[src/rtl/mac_accumulator.sv]
// Signed multiply-accumulate stage: sums a programmed number of products from the multiplier.
// Optional macro MAC_SATURATE_EN clamps the accumulator on overflow instead of wrapping.
module mac_accumulator #(
    parameter int N  = 4,
    parameter int G  = 4,
    parameter int LW = 8
) (
    input  logic               clk,
    input  logic               reset,
    input  logic               start,
    input  logic [LW-1:0]      len,
    input  logic               result_ready,
    input  logic [2*N-1:0]     result,
    output logic [2*N+G-1:0]   acc,
    output logic [LW-1:0]      count,
    output logic               busy,
    output logic               done,
    output logic               overflow
);

    localparam int AW = 2*N + G;

    typedef enum logic [1:0] {
        IDLE  = 2'd0,
        ACCUM = 2'd1,
        DONE  = 2'd2
    } state_t;

    state_t          r_state;
    logic [AW-1:0]   r_acc;
    logic [LW-1:0]   r_count;
    logic [LW-1:0]   r_len;
    logic            r_ovf;
    logic            r_rdy_q;

    logic            w_rise;
    logic [AW-1:0]   w_ext;
    logic [AW-1:0]   w_sum;
    logic            w_add_ovf;
    logic [AW-1:0]   w_acc_nxt;
    logic [LW-1:0]   w_count_nxt;

    assign w_rise      = result_ready & ~r_rdy_q;
    assign w_ext       = {{G{result[2*N-1]}}, result};
    assign w_sum       = r_acc + w_ext;
    assign w_count_nxt = r_count + LW'(1);

    // Signed overflow: addends agree in sign but the sum does not.
    assign w_add_ovf = (r_acc[AW-1] == w_ext[AW-1]) && (w_sum[AW-1] != r_acc[AW-1]);

    always_comb begin
        w_acc_nxt = w_sum;
`ifdef MAC_SATURATE_EN
        if (w_add_ovf) begin
            if (r_acc[AW-1])
                w_acc_nxt = {1'b1, {(AW-1){1'b0}}};
            else
                w_acc_nxt = {1'b0, {(AW-1){1'b1}}};
        end
`else
        w_acc_nxt = w_sum;
`endif
    end

    always_ff @(posedge clk or posedge reset) begin
        if (reset) begin
            r_state <= IDLE;
            r_acc   <= '0;
            r_count <= '0;
            r_len   <= '0;
            r_ovf   <= 1'b0;
            r_rdy_q <= 1'b0;
        end else begin
            r_rdy_q <= result_ready;
            case (r_state)
                IDLE: begin
                    if (start) begin
                        r_len   <= len;
                        r_acc   <= '0;
                        r_count <= '0;
                        r_ovf   <= 1'b0;
                        r_state <= (len == '0) ? DONE : ACCUM;
                    end
                end
                ACCUM: begin
                    if (w_rise) begin
                        r_acc   <= w_acc_nxt;
                        r_count <= w_count_nxt;
                        if (w_add_ovf)
                            r_ovf <= 1'b1;
                        if (w_count_nxt == r_len)
                            r_state <= DONE;
                    end
                end
                DONE:    r_state <= IDLE;
                default: r_state <= IDLE;
            endcase
        end
    end

    assign acc      = r_acc;
    assign count    = r_count;
    assign overflow = r_ovf;
    assign busy     = (r_state == ACCUM);
    assign done     = (r_state == DONE);

endmodule

[config.mk]
export PLATFORM = sky130hd
export DESIGN_NAME = mac_accumulator
export DESIGN_NICKNAME = d
export VERILOG_FILES = /design/src/rtl/mac_accumulator.sv
export SDC_FILE = /design/constraint.sdc
export NUM_CORES = 1
export LEC_CHECK = 0
export CORE_MARGIN = 8
export CORE_UTILIZATION = 35
export DETAILED_ROUTE_END_ITERATION = 7
export PLACE_DENSITY = 0.64
export SLEW_MARGIN = 15
export SYNTH_ARGS = -nofsm -noshare
export SYNTH_HDL_FRONTEND = slang
export SYNTH_SLANG_ARGS = --single-unit
[constraint.sdc]
create_clock -name clk -period 2.4 [get_ports clk]
set_clock_uncertainty 0.1 [all_clocks]
set_input_delay 0.36 -clock clk [delete_from_list [all_inputs] [get_ports clk]]
set_output_delay 0.36 -clock clk [all_outputs]
set_load 0.005 [all_outputs]
==> flow_summary.toml <==
[yosys]
synth_most_common_cell = "nand2_1"
synth_edf_count = 0
ys.flop_type = "dfrtp_1"
ys_warn_count = 0
synth_top_area_share_pct = 38.3
synth-seq-cells = 32
yosys.area.top_type = "dfrtp_1"
ys_types = 54
synth_area_leaders = "dfrtp_1, nand2_1, ha_1"
avgSynthCellArea_um2 = 9.06
synth-async-reset-ratio_pct = 100
synth_fp_nets = 264
syn_inst = 231
ys_seq_area_share_pct = 38.3
synth_common_cells = "nand2_1, dfrtp_1, o21ai_0"
netlist_area_um2 = 2090

[sta]
fmax_ghz = 0.435
setup_viol = 0
fin_crit_sh_pct = 95.8
fin_ws_ns = 0.100
tightest_slew_ns = 0.430
tns_ns = 0
period_needed_ns = 2.30
relSlewSlack_pct = 71.4
finalMaxSlewViolations = 0
final_hold_viol_count = 0

[flow_run]
max_cap_violations = 0

[floorplan]
die_area_um2 = 8710
fp.dieH_um = 93.3
coreArea_um2 = 5850
row_count = 28
dieWidth_um = 93.3
start_util_pct = 35.8
num_io_pins = 43

[route]
dr.pass1.iters = 5
drt-total-wl_mm = 5.44
drt_iter0_drc = 121
antenna_left = 0
drc = 0
via_per_inst = 5.11
avgRoutedWirePerCell_um = 14.4
vias = 1928

[final_layout]
nNetsFinal = 334
syn_to_final_growth_pct = 40.9
antenna_cells = 0
nFillCells = 551
drive_above_1_share_pct = 17.5

[setup_path]
crit_fanout = 2
crit_arrival_ns = 2.38
required_ns = 2.48
worstSetupStartpointType = "primary input"
crit_path_end_kind = "flip-flop"
critPathKind = "primary input to flip-flop"

[clock_tree]
htree_levels = 2
clk-insertion-delay-late_ns = 0.29
cts_tree = "yes"
clk_pin_slew_ns = 0.07
cts-root-buf = "clkbuf_8"
clock_path_buffers = 2
cts.sinks = 32
cts_hold_buf = 0
numCtsBuffers = 5

[pwr]
power_frac_comb_pct = 53.5
ir_drop_mv = 0.510
p_clk_share_pct = 18.2
p_int_mw = 2.01
seqPwrFrac_pct = 28.3
p_sw_mw = 1.19
power.density_nw_per_um2 = 1080
power_switching_share_pct = 37.3
power.leakage_nw = 1.31

[placement]
hpwl_mm = 3.99
gp_congestion = 0.792
place_ws_ns = -0.351
port_buffers = 42

[global_route]
grt_overflow = 0
antenna_found_initial = 0
grt_max_degree = 33
grt_pass1_wl_mm = 9.08
grt_pass1_vias = 1918
track_usage_pct = 12.8

[min_path]
hp-class = "primary input to asynchronous set/reset pin"

[status]
outcome = "complete, no violations"
==> timing repair <==
action                                 CTS  global route
endpoints found under the hold margin    0             0
setup endpoints to repair                2             4
pin swaps                                1             4
resized for setup                        0             9
buffers inserted                         0             0
==> state kept, by name, indices dropped and copies added, names as in the netlist <==
name / cells
r_state: 2
overflow: 1
acc: 12
r_len: 8
count: 8
r_rdy_q: 1
==> worst paths after layout <==
path	start	end	slack, ns	cells after the start
max	result[0]	acc[10]	0.10	9
min	reset	count[5]	0.37	3
max reg2reg	acc[0]	acc[10]	0.19	8
min reg2reg	overflow	overflow	0.39	2
max in group asynchronous	reset	r_rdy_q	1.52	3
min in group clk	overflow	overflow	0.39	2
==> worst max-delay path: stages <==
cell and delay [ns]:
clkdlybuf4s50_1 0.41, ha_2 0.20, fa_2 0.36, a21oi_2 0.21, o21ai_2 0.10, a2111oi_4 0.38
o31ai_1 0.12, xnor2_1 0.16, o21ai_1 0.07
==> stage by stage <==
| stage | power, mW | hold WS, ns | util (%) | std cells | cell area, µm² |
|---|---|---|---|---|---|
| after floorplan | 1.85 | 0.291 | - | 231 | 2090 |
| after global placement | 2.55 | 0.373 | 47.7 | 369 | 2790 |
| after detailed placement | 2.58 | 0.373 | 47.7 | 369 | 2790 |
| after CTS | 3.18 | 0.384 | 49.8 | 377 | 2920 |
| after global routing | 3.46 | 0.414 | 50.4 | 377 | 2950 |
| final | 3.20 | 0.366 | 50.4 | 377 | 2950 |
==> cells by family (layout without fill, tap and decap cells) <==
kind of cell               count (synthesis)  count (layout)  synth area share, %
muxes                                      2               2                0.956
buffers and inverters                     12              83                 2.45
adders and majority gates                 13              13                 8.13
and+or+nand+nor                           89              89                 21.7
AOI/OAI and AO/OA                         69              69                 22.7
DFF                                       32              32                 38.3
xor gates and xnor gates                  14              14                 5.86
==> final cells by class <==
| cell class | count | area, µm² | area share [%] |
|---|---|---|---|
| clock buffer | 7 | 96.3 | 3.27 |
| clock inverter | 1 | 30.0 | 1.02 |
| inverter | 4 | 15.0 | 0.509 |
| multi-input combinational | 187 | 1270 | 43.2 |
| sequential | 32 | 801 | 27.1 |
| tap | 75 | 93.8 | 3.18 |
| timing repair buffer | 71 | 641 | 21.7 |
==> layout by cell type, fill, tap and decap left out, types with 3 or more instances in the layout <==
| cell type | count |
|---|---|
| a21o_1 | 3 |
| o21bai_1 | 3 |
| o31ai_1 | 4 |
| o21ai_0 | 18 |
| nor3_1 | 3 |
| dfrtp_1 | 32 |
| buf_4 | 29 |
| a21oi_1 | 10 |
| ha_1 | 11 |
| clkbuf_8 | 7 |
| a22o_1 | 4 |
| nor2_1 | 12 |
| xnor2_1 | 9 |
| inv_1 | 4 |
| xor2_1 | 5 |
| nand3_1 | 4 |
| clkdlybuf4s50_1 | 41 |
| nor4_1 | 3 |
| nand2_1 | 45 |
| a211oi_1 | 3 |
==> routing by layer <==
layer	vias up	global-route usage [%]	routed length, µm
li1	987	-	-
met1	896	17.0	2670
met2	39	19.6	2450
met3	6	2.88	233
met4	0	5.37	84
met5	-	0	0
==> power groups by stage <==
stage	sequential, mW	combinational (mW)	clock (mW)
2_1_floorplan	0.892	0.962	0
3_3_place_gp	0.908	1.65	0
3_5_place_dp	0.916	1.66	0
4_1_cts	0.908	1.68	0.595
5_1_grt	0.937	1.90	0.623
6_report	0.907	1.71	0.581
No activity file was read; power rests on OpenSTA's default activity.
